**src/rtl/pll_lock_sequencer.sv**
```systemverilog
// PLL bring-up sequencer for the iCE40 USB clock PLL.
// Pulses the PLL reset, waits for lock, filters lock for a programmable time,
// then releases the USB core reset. It retries on lock timeout, re-sequences
// on lock loss, and parks in a sticky fault after too many failed attempts.
module pll_lock_sequencer #(
    parameter int unsigned PLL_RST_CYCLES = 12,
    parameter int unsigned LOCK_TIMEOUT   = 120000,
    parameter int unsigned LOCK_FILTER    = 1200,
    parameter int unsigned MAX_RETRIES    = 3,
    parameter int unsigned CNT_W          = 17
) (
    input  logic       clk,
    input  logic       rst,
    input  logic       pll_lock,
    input  logic       clear_fault,
    output logic       pll_resetb,
    output logic       core_rst,
    output logic       ready,
    output logic       fault,
    output logic [7:0] relock_count
);

    // Terminal counts: each phase ends on the cycle its counter reads N-1.
    localparam logic [CNT_W-1:0] RstLast    = CNT_W'(PLL_RST_CYCLES - 1);
    localparam logic [CNT_W-1:0] TimeoutLast = CNT_W'(LOCK_TIMEOUT - 1);
    localparam logic [CNT_W-1:0] FilterLast = CNT_W'(LOCK_FILTER - 1);
    localparam logic [3:0]       RetryMax   = 4'(MAX_RETRIES);

    typedef enum logic [2:0] {
        StPllRst,
        StWaitLock,
        StFilter,
        StRun,
        StFault
    } state_e;

    state_e           state_q, state_d;
    logic [CNT_W-1:0] cnt_q, cnt_d;
    logic [3:0]       retries_q, retries_d;
    logic [7:0]       relock_q, relock_d;
    logic [1:0]       sync_q, sync_d;
    logic             lock_s;

    logic pll_resetb_q, pll_resetb_d;
    logic core_rst_q, core_rst_d;
    logic ready_q, ready_d;
    logic fault_q, fault_d;

    // Two-stage synchroniser for the asynchronous LOCK pin.
    always_comb begin
        sync_d = {sync_q[0], pll_lock};
    end

    assign lock_s = sync_q[1];

    // Sequencing decisions: phase counter, retry budget and relock statistics.
    always_comb begin
        state_d   = state_q;
        cnt_d     = cnt_q;
        retries_d = retries_q;
        relock_d  = relock_q;

        case (state_q)
            StPllRst: begin
                if (cnt_q == RstLast) begin
                    state_d = StWaitLock;
                    cnt_d   = '0;
                end else begin
                    cnt_d = cnt_q + 1'b1;
                end
            end

            StWaitLock: begin
                // Lock seen on the timeout cycle still counts as success.
                if (lock_s) begin
                    state_d = StFilter;
                    cnt_d   = '0;
                end else if (cnt_q == TimeoutLast) begin
                    cnt_d = '0;
                    if (retries_q == RetryMax) begin
                        state_d = StFault;
                    end else begin
                        retries_d = retries_q + 4'd1;
                        state_d   = StPllRst;
                    end
                end else begin
                    cnt_d = cnt_q + 1'b1;
                end
            end

            StFilter: begin
                // A dropout restarts the lock wait without consuming a retry.
                if (!lock_s) begin
                    state_d = StWaitLock;
                    cnt_d   = '0;
                end else if (cnt_q == FilterLast) begin
                    state_d   = StRun;
                    cnt_d     = '0;
                    retries_d = '0;
                end else begin
                    cnt_d = cnt_q + 1'b1;
                end
            end

            StRun: begin
                if (!lock_s) begin
                    state_d   = StPllRst;
                    cnt_d     = '0;
                    retries_d = '0;
                    if (relock_q != 8'hFF) begin
                        relock_d = relock_q + 8'd1;
                    end
                end
            end

            StFault: begin
                if (clear_fault) begin
                    state_d   = StPllRst;
                    cnt_d     = '0;
                    retries_d = '0;
                end
            end

            default: begin
                state_d   = StPllRst;
                cnt_d     = '0;
                retries_d = '0;
            end
        endcase
    end

    // Output decode from the next state so the registered outputs track state_q.
    always_comb begin
        pll_resetb_d = 1'b1;
        core_rst_d   = 1'b1;
        ready_d      = 1'b0;
        fault_d      = 1'b0;

        case (state_d)
            StPllRst: begin
                pll_resetb_d = 1'b0;
            end
            StWaitLock, StFilter: begin
                pll_resetb_d = 1'b1;
            end
            StRun: begin
                core_rst_d = 1'b0;
                ready_d    = 1'b1;
            end
            StFault: begin
                pll_resetb_d = 1'b0;
                fault_d      = 1'b1;
            end
            default: begin
                pll_resetb_d = 1'b0;
            end
        endcase
    end

    // All state, including the registered outputs, with synchronous reset.
    always_ff @(posedge clk) begin
        if (rst) begin
            state_q      <= StPllRst;
            cnt_q        <= '0;
            retries_q    <= '0;
            relock_q     <= '0;
            sync_q       <= '0;
            pll_resetb_q <= 1'b0;
            core_rst_q   <= 1'b1;
            ready_q      <= 1'b0;
            fault_q      <= 1'b0;
        end else begin
            state_q      <= state_d;
            cnt_q        <= cnt_d;
            retries_q    <= retries_d;
            relock_q     <= relock_d;
            sync_q       <= sync_d;
            pll_resetb_q <= pll_resetb_d;
            core_rst_q   <= core_rst_d;
            ready_q      <= ready_d;
            fault_q      <= fault_d;
        end
    end

    assign pll_resetb   = pll_resetb_q;
    assign core_rst     = core_rst_q;
    assign ready        = ready_q;
    assign fault        = fault_q;
    assign relock_count = relock_q;

endmodule

```
**config.mk**
```make
export PLATFORM = sky130hd
export DESIGN_NAME = pll_lock_sequencer
export DESIGN_NICKNAME = d
export VERILOG_FILES = /design/src/rtl/pll_lock_sequencer.sv
export SDC_FILE = /design/constraint.sdc
export NUM_CORES = 1
export LEC_CHECK = 0
export CAP_MARGIN = 20
export CELL_PAD_IN_SITES_DETAIL_PLACEMENT = 1
export CELL_PAD_IN_SITES_GLOBAL_PLACEMENT = 2
export CORE_MARGIN = 2
export CORE_UTILIZATION = 35
export DETAILED_ROUTE_END_ITERATION = 6
export PLACE_DENSITY_LB_ADDON = 0.1
export SLEW_MARGIN = 10
export SYNTH_ARGS = -nofsm -noshare
export SYNTH_HDL_FRONTEND = slang
export SYNTH_SLANG_ARGS = --single-unit
```
**constraint.sdc**
```tcl
create_clock -name clk -period 3.2 [get_ports clk]
set_input_delay 0.64 -clock clk [delete_from_list [all_inputs] [get_ports clk]]
set_output_delay 0.64 -clock clk [all_outputs]
set_load 0.1 [all_outputs]
```
# Word level (Yosys, flattened, before mapping)
# Index checks and enable logic that the tools add are counted.
# totals
n_memories,0
mem_bits_ro,0
word_cells,68
latchBits,0
ram_bits,0
in_bits,4
output_inout_bits,12
register_bits,38
# classes
magnitude_cmp,0
multipliers,0
bitwise_logic,2
mux,29
shifts,0
n_addsub,3
n_reduce_logical,5
eq_ne,20
n_div,0
# op_table
op,count
17-bit 2-to-1 mux,7
17-bit case mux with 5 select lines,1
4-bit 2-to-1 mux,7
3-bit 2-to-1 mux,8
4-bit case mux with 5 select lines,1
17-bit by 1-bit adder with 17-bit output (second input constant),1
17-bit by 11-bit == test with 1-bit output (second input constant),1
17-bit == test (second input constant),1
17-bit by 4-bit == test with 1-bit output (second input constant),1
3-bit case mux with 5 select lines,1
2-bit inequality test (second input constant),7
3-bit by 2-bit == test with 1-bit output (second input constant),4
8-bit by 1-bit adder with 8-bit output (second input constant),1
8-bit inequality test (second input constant),1
8-bit AND reduction,1
3-bit by 1-bit == test with 1-bit output (second input constant),2
3-bit == test (second input constant),2
4-bit by 1-bit adder with 4-bit output (second input constant),1
4-bit by 2-bit == test with 1-bit output (second input constant),1
1-bit 2-to-1 mux,4
3-bit logical NOT,1
3-bit AND reduction,1
3-bit OR reduction,1
1-bit inverter,2
2-bit AND reduction,1

# Logic depth before layout (Yosys ltp)
# Gate-level depths: netlist (run 1).
# depth
depth_word,8
depth_mapped,7
ltp_nobuf,6

# Worst setup path after synthesis (run 1)
# Ideal clock, no wire load.
# synth_timing
kind,reg-to-reg
startpoint,register cnt_q[6]
endpoint,register cnt_q[6]
required_ns,3.085
setup_slack_ns,0.969
arrival_ns,2.116
setup_time_ns,0.115
path_stages_with_launch,8
path_buffers,2
path_cell_list,dfxtp_1 -> buf_6 -> or4b_4 -> nor4_4 -> a2111oi_1 -> o41ai_4 -> buf_6 -> nor2_1
# synth_via
elab_chain_len,4
word_cells_on_any_way,10
cone_classes,add/sub: 1; eq/ne: 3; mux: 6
# synth_lines
element,line_no,rtl
"start, declared",38,"logic [CNT_W-1:0] cnt_q, cnt_d;"
"start signal, assigned",174,cnt_q <= cnt_d;
17-bit by 1-bit adder with 17-bit output (tied with other cells),"69, 87, 101",
17-bit 2-to-1 mux (on tied branches),"96, 78",
17-bit 2-to-1 mux (on tied branches),"93, 75",
17-bit case mux with 5 select lines *,63,case (state_q)
# Mark *: on every way between the ends. The rest lies on a longest branch, timed or not.
# A chain may end at the register's enable or synchronous reset.

# Worst setup path after layout (run 1)
# layout_timing
startpoint,register cnt_q[6]
endpoint,register cnt_q[8]
# Same word-level chain as after synthesis.

==> results, run 1 <==
- The run finished with clean final reports.
- Of the available clock period, the critical path in the final layout requires 0.749.
- The placed wire-length estimate is 3470 um.
- For the pin with the worst max-slew slack, the measured transition is 1.03 ns.
- In the final design database the tool counted 238 nets.
- Counting instances, the worst hold path has a depth of 1.
- Counting every sink on the clock net gives 38.
- The end of the worst register-to-register path is cnt_q[8]$_SDFFE_PP0P_.
- The final estimated routing congestion in global placement is 0.785.
- From bottom edge to top edge, the die measures 77.4 um.
- The worst register-to-register path has a setup slack of 0.80 ns.
- The overflow left after global routing is 0.
- After clock tree synthesis, the clock-pin slew on the worst setup and hold paths is 0.08 ns.
- The number of enable-type register cells in the synthesized netlist is 0.
- The latest clock arrival within the worst-skew pair is 0.29 ns.
- The final antenna-violating net count is 0.
- The via count of the first global-routing pass was 1,648.
- By startpoint and endpoint, the worst setup path is classified as flip-flop to flip-flop.
- After synthesis, the share of flip-flops with an asynchronous set or reset is 0.
- The number of synthesized register bits is 38.
- In the final routing, the length of wire on met1 measures 2280 um.
- Power spread over the standard cell area amounts to 386 mW/mm2.
- The count of input and output buffers is 15.
- The post-synthesis cell count is 215.
- The routed wire length on met2 is 2240 um.
- STA classifies the critical path startpoint as a flip-flop.
- The cell type with the largest total area after synthesis is dfxtp_1.
- The total global-route track usage is 0.171.
- Synthesis instantiated 47 different standard cells from the library.
- The count of endpoints failing setup in the final report is 0.
- The worst register-to-register path has a depth of 6.
- The highest achievable clock rate is 417 MHz.
- The average routed wire per standard cell is 15.6 um.
- Entering global routing, the biggest net connects 21 pins.
- The worst path required time is 3.38 ns.
- The number of hold violations in the final report is 0.
- The standard cell with the maximum stage delay on the critical path is or4b_4.
- The launch point of the worst reg-to-reg path is cnt_q[6]$_SDFFE_PP0P_.
- The main flop type after synthesis is dfxtp_1.
- The total of warnings raised by yosys is 0.
- The effective utilization at floorplan is 0.367.
- The number of buffer and inverter instances along the worst setup path is 1.
- In this run the core area contains 26 standard-cell rows.
- Prior to clock tree synthesis, the placed netlist has a worst setup slack of 0.560 ns.
- The number of nets in the synthesized netlist is 222.
- The worst path meets setup with 0.803 ns of slack.
- The die covers 0.00599 mm2.
- The worst path in the final design needs a cycle of 2.40 ns, including I/O delays and setup.
- Adding up every negative setup slack in the final design gives 0 ns.
- 0 antenna diodes ended up in the layout.
- The fraction of post-synthesis cell area in the top cell type by area is 0.403.
- The area added between synthesis and finish is 13.5%.
- TritonCTS created 5 clock buffers.
- In the final layout, the share of cells above drive strength 1 is 0.130.
- For this block, the routed nets add up to 4700 um of wire.
- In this design, the largest share of critical-path delay is due to simple AND/OR/NAND/NOR gates.
- The tool flagged a number of max-cap violations equal to 0.
- The maximum single-stage delay on the critical path is 0.59 ns.
- Once the clock tree was built, the setup fixing pass inserted 0 buffers.
- The path with the worst hold slack has its endpoint at sync_q[1]$_SDFF_PP0_.
- The number of vias per cell after detailed routing is 5.33.
- In this run the static leakage power is 0.782 nW.
- The worst-case clock skew is 0.00603 ns.
- Once layout is done, the placed cells without fillers occupy 0.00214 mm2.
- The number of iterations in the first detailed-routing pass is 4.
- The clock root buffer is clkbuf_8.
- The mapped netlist covers 0.00189 mm2.
- Fill cells in the final layout number 663.
- The signal on the critical path passes through or4b_4 -> nor4_4 -> a2111oi_1 -> o41ai_4 -> buf_4 -> nor2_1.
- The horizontal die dimension is 77.4 um.
- For this design, the CTS-stage hold fixing added 0 buffers.
- The highest net fanout along the worst path is 14.
- The average cell area after synthesis is 8.78 um2.
- The max-slew violation count is 0.
- Measured against its own limit, the worst slew margin works out to 0.312.
- The path class of the lowest-slack min-delay path is flip-flop to flip-flop.
- The routed wire length on met3 is 117 um.
- TritonCTS built the clock tree.
- Once the clock tree was built, the resizer swapped 0 gates to a different size.
- The wire length of the first global-routing pass is 8200 um.
- Setup repair after global routing left no endpoint under its margin.
- Signal routing reaches up to met4.
- The first routing iteration left 63 violations.
- The number of antenna violations at the first check in global routing was 0.
- For this run, the register share of the synthesized area comes to 0.403.
- In this run the worst setup path begins at cnt_q[6]$_SDFFE_PP0P_.
- After synthesis, the cell types taking the most area are dfxtp_1, xor2_1, nor2_1.
- The placed cell area is 0.00206 mm2.
- For this block, the via count after detailed routing is 1,605.
- In this run the deepest clock path goes through 2 buffers.
- IR analysis of the VDD net gives a maximum drop of 199 uV.
- The number of levels the H-tree was split into is 2.
- The startpoint identified for the worst hold timing path is sync_q[0]$_SDFF_PP0_.
- The number of remaining DRC errors is 0.
- The endpoint arrival time on the critical path is 2.57 ns.
- The critical path capture point type is a flip-flop.
- The core outline area is 0.00514 mm2.
- The number of primary I/O pins is 16.
## stage by stage
stage / util / hold WS, ns / total power, mW / instances
after floorplan: - / 0.414 / 0.511 / 215
after global routing: 0.417 / 0.475 / 0.871 / 301
after detailed placement: 0.401 / 0.453 / 0.523 / 294
after CTS: 0.417 / 0.470 / 0.844 / 301
after global placement: 0.401 / 0.426 / 0.521 / 294
final: 0.417 / 0.464 / 0.827 / 301
## routing by layer
layer / up-vias / GRT usage
li1: 801 / -
met1: 777 / 0.212
met2: 20 / 0.291
met3: 7 / 0.0419
met4: 0 / 0.0536
met5: - / 0
## power breakdown
part	internal, mW	total (mW)	leakage, nW	switching, mW
clock	0.146	0.316	0.0438	0.169
sequential	0.477	0.483	0.307	0.00567
combinational	0.0125	0.0283	0.432	0.0158
## cell families (layout without fill, tap and decap cells)
family / count (synthesis) / in the layout / synth area share
xor+xnor: 21 / 21 / 0.0975
fa+ha+maj: 3 / 3 / 0.0199
compound gates: 34 / 34 / 0.136
simple gates: 102 / 102 / 0.298
buf+inv: 16 / 32 / 0.0404
mux: 1 / 1 / 0.00531
flops: 38 / 38 / 0.403
## layout make-up
class	count	area [um2]	share of cell area
multi-input cells	161	1050	0.490
flip-flops and latches	38	761	0.355
clock buffers	5	68.8	0.0321
well taps	70	87.6	0.0409
repair buffers	17	135	0.0631
clock inverters	2	10.0	0.00467
inverters	8	30.0	0.0140
## sequential cells by signal, summed over array words and instances (netlist names)
name	cells
cnt_q	17
core_rst	1
fault	1
pll_resetb	1
relock_count	8
retries_q	4
state_q	3
ready	1
sync_q	2
## cell usage in the layout (no fill, tap or decap), drive strengths merged, types with 4 or more instances in the layout
cell and count:
and4 4, xnor2 6, xor2 15, and2 4, nand3 7, nor3b 4, o21ai 4, nor3 4
inv 8, nor2 31, a21oi 8, nand4 13, buf 14, a31oi 6, and3 4, clkbuf 5
nand2 14, dfxtp 38
## synth_stat cells, types with 2 or more instances
cell      instances
and4_1            4
o31ai_1           3
nor3_1            4
nand4_1          13
buf_6             2
xnor2_1           6
o22ai_1           2
nand3_1           7
a21oi_1           7
nor2b_1           3
dfxtp_1          38
clkbuf_1          5
nand2b_1          2
ha_1              3
or2_2             2
nor4_1            2
xor2_1           15
nand2_1          14
a31oi_1           6
nor2_1           31
and3_1            4
and2_1            4
nor3b_1           4
o21ai_0           4
inv_1             8
## worst max-delay path by stage
stage | end | depth (start not counted)
4_1_cts | cnt_q[8]$_SDFFE_PP0P_ | 6
3_3_place_gp | cnt_q[11]$_SDFFE_PP0P_ | 6
5_1_grt | cnt_q[8]$_SDFFE_PP0P_ | 6
3_5_place_dp | cnt_q[13]$_SDFFE_PP0P_ | 6
2_1_floorplan | cnt_q[6]$_SDFFE_PP0P_ | 7
6_report | cnt_q[8]$_SDFFE_PP0P_ | 6
No activity file was read; power rests on OpenSTA's default activity.
==> run 2, diff against run 1 <==
- CORE_UTILIZATION: 35 -> 32
- clock period: 3.2 -> 2 ns (I/O delays scaled with it)
==> results, run 2 (synthesis results as in run 1) <==
- The number of CTS-inserted buffers came to 5 (unchanged).
- The number of buffers added to fix hold violations after cts came to 0 (unchanged).
- The number of core rows is 27 (+3.8%).
- The number of hold violations in the final report is 0 (unchanged).
- The wire length of the first global-routing pass came to 8630 um (+5.2%).
- The average routed wire per standard cell is 16.3 um (+4.2%).
- The category of cells accounting for the largest share of critical-path delay is simple AND/OR/NAND/NOR gates.
- The latest clock arrival within the worst-skew pair is 0.29 ns (about the same).
- The normalized max-slew margin is 0.629 (+0.317).
- The number of violations reported at the end of detailed-routing iteration 0 was 53 (-16%).
- The worst setup path is captured at a flip-flop.
- The maximum vdd ir drop is 288 uV (+44%).
- The post-route fraction of the period consumed by the critical path is 1.11 (+0.359).
- The instance count after placement with tap cells included is 327 (+11%).
- In this run the worst hold path is classified as flip-flop to flip-flop.
- The placed wire-length estimate is 3940 um (+14%).
- The portion of total power attributed to combinational logic is 0.063 (+0.029).
- The critical path goes through or4b_4 -> nor4_4 -> buf_4 -> a2111oi_4 -> o41ai_4 -> buf_4 -> clkbuf_16 -> nor2_1.
- The internal reg-to-reg setup slack is -0.22 ns (-1.02 ns).
- The logic depth of the worst register-to-register path is 8 (+2).
- The count of nets after finishing is 275 (+16%).
- The horizontal die dimension is 80.8 um (+4.3%).
- The number of instances on the worst hold path is 1 (unchanged).
- The number of levels the H-tree was split into came to 2 (unchanged).
- The count of endpoints failing setup in the final report is 27 (+27).
- The cell repeated most along the worst path is buf_4.
- Compared with the post-synthesis result, the final layout area differs by 38.0%.
- Setup repair after global routing could not meet its margin everywhere.
- The via count of the first global-routing pass is 1,831 (+11%).
- The final core area utilization is 0.464 (+0.0476).
- The non-filler instance count after layout is 339 (+13%).
- The number of flip-flops under the largest register name is 17 (unchanged).
- The clock network fraction of total power is 0.381 (about the same).
- The core outline area was 0.00561 mm2 (+9.1%).
- The origin of the worst min-delay path is sync_q[0]$_SDFF_PP0_.
- The power density over the cells came to 530 mW/mm2 (+37%).
- The most flop-heavy register is cnt_q.
- The overflow left after global routing came to 0 (unchanged).
- The total global-route track usage is 0.173 (+0.00188).
- The internal power contribution is 1.07 mW (+69%).
- The startpoint identified for the worst register-to-register timing path is cnt_q[8]$_SDFFE_PP0P_.
- The number of iterations in the first detailed-routing pass is 4 (unchanged).
- The number of buffer and inverter instances along the worst setup path came to 3 (+2).
- The footprint of the multi-input gates is 0.00118 mm2 (+13%).
- The commonest non-fill, non-tap cell in the layout is buf_4.
- The sequential group share of total power is 0.557 (-0.027).
- The clock root buffer is clkbuf_8.
- The number of vias in the routed layout is 1,778 (+11%).
- The worst setup path is launched from a flip-flop.
- The highest achievable clock rate is 451 MHz (+8.1%).
- The number of primary I/O pins is 16 (unchanged).
- The sum of routed wire length over all layers was 5510 um (+17%).
- The max-slew violation count was 0 (unchanged).
- The die height is 80.8 um (+4.3%).
- In the layout the commonest cells are buf_4, dfxtp_1, nor2_1, xor2_1, nand2_1.
- The worst path required time was 2.18 ns (-1.20 ns).
- The die outline area was 0.00653 mm2 (+8.9%).
- The highest net fanout along the worst path was 7 (-7).
- The start-to-end type of the worst setup path is flip-flop to flip-flop.
- The worst-case setup slack after placement is -0.444 ns (-1.00 ns).
- The net switching power is 0.306 mW (+60%).
- The endpoint identified for the worst register-to-register timing path is cnt_q[3]$_SDFFE_PP0P_.
- TritonCTS built the clock tree.
- Among all stages on the critical path, the largest delay is contributed by or4b_4.
- The number of antenna violations at the first check in global routing is 0 (unchanged).
- The count of fill cells added during filler insertion is 678 (+2.3%).
- The endpoint arrival time on the critical path is 2.39 ns (-0.18 ns).
- The leakage dissipation is 1.00 nW (+28%).
- The worst-case clock skew is 0.00384 ns (-0.00218 ns).
- The final reports fail on setup timing.
- The end of the worst hold path is sync_q[1]$_SDFF_PP0_.
- The sequential cell area is 771 um2 (+1.3%).
- The pin count of the biggest net entering global routing is 15 (-29%).
- The total power draw is 1.38 mW (+67%).
- The effective utilization at floorplan came to 0.336 (-0.0306).
- The final estimated routing congestion in global placement is 0.768 (-2.1%).
- The number of vias per cell after detailed routing is 5.24 (-1.6%).
- The clock sink total was 38 (unchanged).
- The number of remaining DRC errors is 0 (unchanged).
- The final antenna-violating net count is 0 (unchanged).
- The time the worst path needs with I/O delays and setup is 2.22 ns (-0.180 ns).
- The clock slew seen by the registers of the worst setup and hold paths is 0.07 ns (about the same).
- The fraction of final layout cells with drive strength greater than 1 is 0.352 (+0.222).
- The flow ran to the end, but the final reports show violations.
- The post-layout worst setup margin was -0.217 ns (-1.02 ns).
- The number of maximum-capacitance constraint violations came to 0 (unchanged).
- The number of antenna cells inserted is 0 (unchanged).
- The proportion of total power due to net switching is 0.222 (-0.00922).
- The placed cell area is 0.00231 mm2 (+12%).
- The buffer levels on the longest clock path is 2 (unchanged).
- The maximum single-stage delay on the critical path is 0.55 ns (-0.04 ns).
- The finished layout cell area is 0.00260 mm2 (+22%).
- The count of input and output buffers is 15 (unchanged).
- The worst-margin pin slew is 0.556 ns (-0.475 ns).
run 2: changes by cell type in the layout (fill, tap and decap cells not counted), sizes merged:
cell    change
clkinv      -2
clkbuf      +2
buf        +36
run 2: final cells by class:
class / count / area share
clock buffer: 6 / 0.0317
tap: 72 / 0.0346
sequential: 38 / 0.296
multi-input combinational: 161 / 0.455
inverter: 8 / 0.0115
timing repair buffer: 54 / 0.172
run 2: per-layer routing:
layer  global-route usage  vias to the layer above  wire [um]
met5                    0                        -          0
met4               0.0542                        0         71
met3               0.0400                        7        161
met2                0.298                       28       2840
met1                0.213                      868       2440
li1                     -                      875          -
run 2: repair_timing:
| item | in CTS | in global routing |
|---|---|---|
| cloned | 0 | 1 |
| pin swaps | 8 | 6 |
| setup buffers | 2 | 3 |
| setup endpoints to repair | 27 | 27 |
| gates resized for setup | 11 | 19 |
| hold endpoints to repair | 0 | 0 |
run 2: worst max path at each step:
stage                                      from                      to  slack [ns]  depth (start not counted)
after floorplan           cnt_q[6]$_SDFFE_PP0P_   cnt_q[6]$_SDFFE_PP0P_       -0.23                          7
after global placement              clear_fault  cnt_q[15]$_SDFFE_PP0P_       -0.37                          6
after CTS                 cnt_q[8]$_SDFFE_PP0P_     core_rst$_SDFF_PP1_       -0.17                          6
final                     cnt_q[8]$_SDFFE_PP0P_   cnt_q[3]$_SDFFE_PP0P_       -0.22                          8
after global routing      cnt_q[8]$_SDFFE_PP0P_   cnt_q[3]$_SDFFE_PP0P_       -0.26                          8
after detailed placement  cnt_q[6]$_SDFFE_PP0P_  cnt_q[12]$_SDFFE_PP0P_       -0.44                          5
run 2: power groups by stage:
stage	Sequential [mW]	Combinational, mW	Clock (mW)
floorplan	0.787	0.0298	0
global placement	0.785	0.0574	0
detailed placement	0.785	0.0602	0
CTS	0.768	0.0656	0.543
global route	0.768	0.0938	0.575
finish	0.768	0.0864	0.525
run 2: through the flow:
| stage | hold WS [ns] | setup TNS, ns |
|---|---|---|
| detailed placement | 0.429 | -7.32 |
| CTS | 0.449 | -2.72 |
| global route | 0.463 | -5.28 |
| global placement | 0.428 | -5.59 |
| floorplan | 0.414 | -3.03 |
| finish | 0.446 | -3.61 |
==> run 3, diff against run 2 <==
- CORE_MARGIN: 2 -> 8
- CORE_UTILIZATION: 32 -> 35
- clock period: 2 -> 2.1 ns (I/O delays scaled with it)
==> results, run 3 (synthesis results as in run 1) <==
- Leaving out fill and tap cells, the most frequent cell in the layout is buf_4.
- The most flop-heavy register is cnt_q.
- Setup repair after global routing could not meet its margin everywhere.
- The post-layout worst setup margin came to -0.0714 ns (+0.145 ns).
- The total negative slack for setup checks is -0.181 ns (+3.43 ns).
- The clock network fraction of total power was 0.375 (-0.006).
- The path class of the lowest-slack min-delay path is flip-flop to flip-flop.
- The worst-case clock skew is 0.00680 ns (+0.00296 ns).
- The highest net fanout along the worst path was 4 (-3).
- The leakage dissipation was 0.970 nW (-3.4%).
- The total global-route track usage is 0.145 (-0.0278).
- Relative to the synthesized area, the layout overhead comes to 29.2%.
- The via count of the first global-routing pass is 1,785 (-2.5%).
- The normalized max-slew margin was 0.650 (+0.0210).
- In the layout the commonest cells are buf_4, dfxtp_1, nor2_1, xor2_1, nand2_1.
- The post-route fraction of the period consumed by the critical path is 1.03 (-0.0743).
- The fraction of final layout cells with drive strength greater than 1 is 0.273 (-0.0793).
- The latest clock arrival within the worst-skew pair is 0.29 ns (about the same).
- The count of fill cells added during filler insertion was 603 (-11%).
- The final antenna-violating net count came to 0 (unchanged).
- The number of maximum-capacitance constraint violations is 0 (unchanged).
- The number of core rows came to 26 (-3.7%).
- The buffer levels on the longest clock path was 2 (unchanged).
- The count of input and output buffers is 15 (unchanged).
- The wire length of the first global-routing pass is 8840 um (+2.4%).
- The placed wire-length estimate is 4310 um (+9.3%).
- The net switching power is 0.284 mW (-7.2%).
- The origin of the worst min-delay path is sync_q[0]$_SDFF_PP0_.
- The number of vias per cell after detailed routing is 5.23 (-0.33%).
- The portion of total power attributed to combinational logic came to 0.049 (-0.014).
- The die outline area is 0.00800 mm2 (+23%).
- The maximum vdd ir drop is 225 uV (-22%).
- The number of remaining DRC errors is 0 (unchanged).
- The start-to-end type of the worst setup path is flip-flop to flip-flop.
- The post-route worst hold slack is 0.460 ns (+0.0141 ns).
- The endpoint arrival time on the critical path is 2.36 ns (-0.03 ns).
- The worst setup path is launched from a flip-flop.
- The number of violations reported at the end of detailed-routing iteration 0 is 68 (+28%).
- The run finished, with violations left.
- The number of flip-flops under the largest register name is 17 (unchanged).
- The checks that failed: setup timing.
- The number of primary I/O pins was 16 (unchanged).
- The count of endpoints failing setup in the final report was 5 (-81%).
- The worst-case setup slack after placement is -0.321 ns (+0.123 ns).
- The worst path required time is 2.29 ns (+0.11 ns).
- The number of levels the H-tree was split into is 2 (unchanged).
- The proportion of total power due to net switching is 0.223 (+0.00160).
- The number of antenna violations at the first check in global routing is 0 (unchanged).
- The clock root buffer is clkbuf_8.
- The startpoint identified for the worst register-to-register timing path is cnt_q[8]$_SDFFE_PP0P_.
- The die height is 89.4 um (+11%).
- The power density over the cells is 521 mW/mm2 (-1.6%).
- The sum of routed wire length over all layers is 5600 um (+1.6%).
- The final core area utilization is 0.471 (+0.00691).
- The worst-margin pin slew is 0.524 ns (-0.0312 ns).
- The number of vias in the routed layout is 1,746 (-1.8%).
- The count of nets after finishing is 271 (-1.5%).
- The number of iterations in the first detailed-routing pass was 4 (unchanged).
- The number of buffers added to fix hold violations after cts is 0 (unchanged).
- The sequential group share of total power came to 0.576 (+0.019).
- The highest achievable clock rate is 461 MHz (+2.1%).
- The final estimated routing congestion in global placement is 0.859 (+12%).
- The number of CTS-inserted buffers is 5 (unchanged).
- The critical path capture point type is a flip-flop.
- The core outline area is 0.00517 mm2 (-7.8%).
- The clock sink total is 38 (unchanged).
- Tracing the worst setup path back leads to its startpoint at cnt_q[8]$_SDFFE_PP0P_.
- The sequential cell area was 764 um2 (-0.81%).
- The pin count of the biggest net entering global routing is 15 (unchanged).
- The max-slew violation count is 0 (unchanged).
- The effective utilization at floorplan was 0.365 (+0.0283).
- The horizontal die dimension is 89.4 um (+11%).
- The average routed wire per standard cell came to 16.8 um (+3.1%).
- The footprint of the multi-input gates is 0.00108 mm2 (-8.5%).
- The total power draw was 1.27 mW (-7.9%).
- The number of hold violations in the final report is 0 (unchanged).
- The time the worst path needs with I/O delays and setup is 2.17 ns (-0.0451 ns).
- The number of antenna cells inserted is 0 (unchanged).
- The TritonCTS clock tree is done.
- The internal power contribution is 0.987 mW (-8.1%).
- The clock slew seen by the registers of the worst setup and hold paths is 0.07 ns (about the same).
- The overflow left after global routing is 0 (unchanged).
==> run 3: changes by cell type in the layout (fill, tap and decap cells not counted), moves of 2 or more <==
cell      delta
nor2_1       +5
buf_4        -2
o31ai_4      -2
a21oi_1      +3
dfxtp_1      +5
dfxtp_2      -5
clkbuf_1     +2
a21oi_2      -3
o31ai_1      +2
nor2_2       -4
==> run 3: power by group through the flow <==
stage	logic (mW)	clock network, mW	registers (mW)
CTS	0.0620	0.485	0.732
finish	0.0626	0.476	0.732
floorplan	0.0284	0	0.749
detailed placement	0.0571	0	0.748
global route	0.0684	0.524	0.732
global placement	0.0558	0	0.748
==> run 3: per-layer routing <==
| layer | vias up | global-route usage | share of wire |
|---|---|---|---|
| met2 | 11 | 0.242 | 0.49 |
| met1 | 861 | 0.182 | 0.48 |
| met4 | 0 | 0.0408 | 0.0086 |
| met5 | - | 0 | 0 |
| met3 | 5 | 0.0313 | 0.021 |
| li1 | 869 | - | - |
==> run 3: final cells by class <==
| type | count | area share |
|---|---|---|
| timing repair buffer | 50 | 0.162 |
| tap | 70 | 0.0359 |
| sequential | 38 | 0.314 |
| clock buffer | 7 | 0.0313 |
| inverter | 8 | 0.0123 |
| multi-input combinational | 161 | 0.445 |
==> run 3: stage by stage <==
step | area [um2] | cells
4_1_cts | 2400 | 333
6_report | 2440 | 334
3_5_place_dp | 2290 | 324
5_1_grt | 2440 | 334
2_1_floorplan | 1890 | 215
3_3_place_gp | 2290 | 324
==> run 3: final timing paths <==
kind | end | slack, ns | depth (start not counted)
setup / recovery | core_rst$_SDFF_PP1_ | -0.07 | 6
hold / removal | sync_q[1]$_SDFF_PP0_ | 0.46 | 1
setup reg to reg | core_rst$_SDFF_PP1_ | -0.07 | 6
hold reg to reg | sync_q[1]$_SDFF_PP0_ | 0.46 | 1
==> run 3: worst max-delay path, cell delays in order (launching register included) <==
cell,delay [ns]
dfxtp_2,0.34
or4b_4,0.55
nor4_4,0.35
buf_4,0.20
a21boi_2,0.05
o32a_1,0.41
nand2b_4,0.16
==> run 3: repair_timing <==
item / in CTS / in global routing
setup buffers: 2 / 1
endpoints found under the setup margin: 17 / 27
gates resized for setup: 2 / 9
pin swaps: 3 / 10
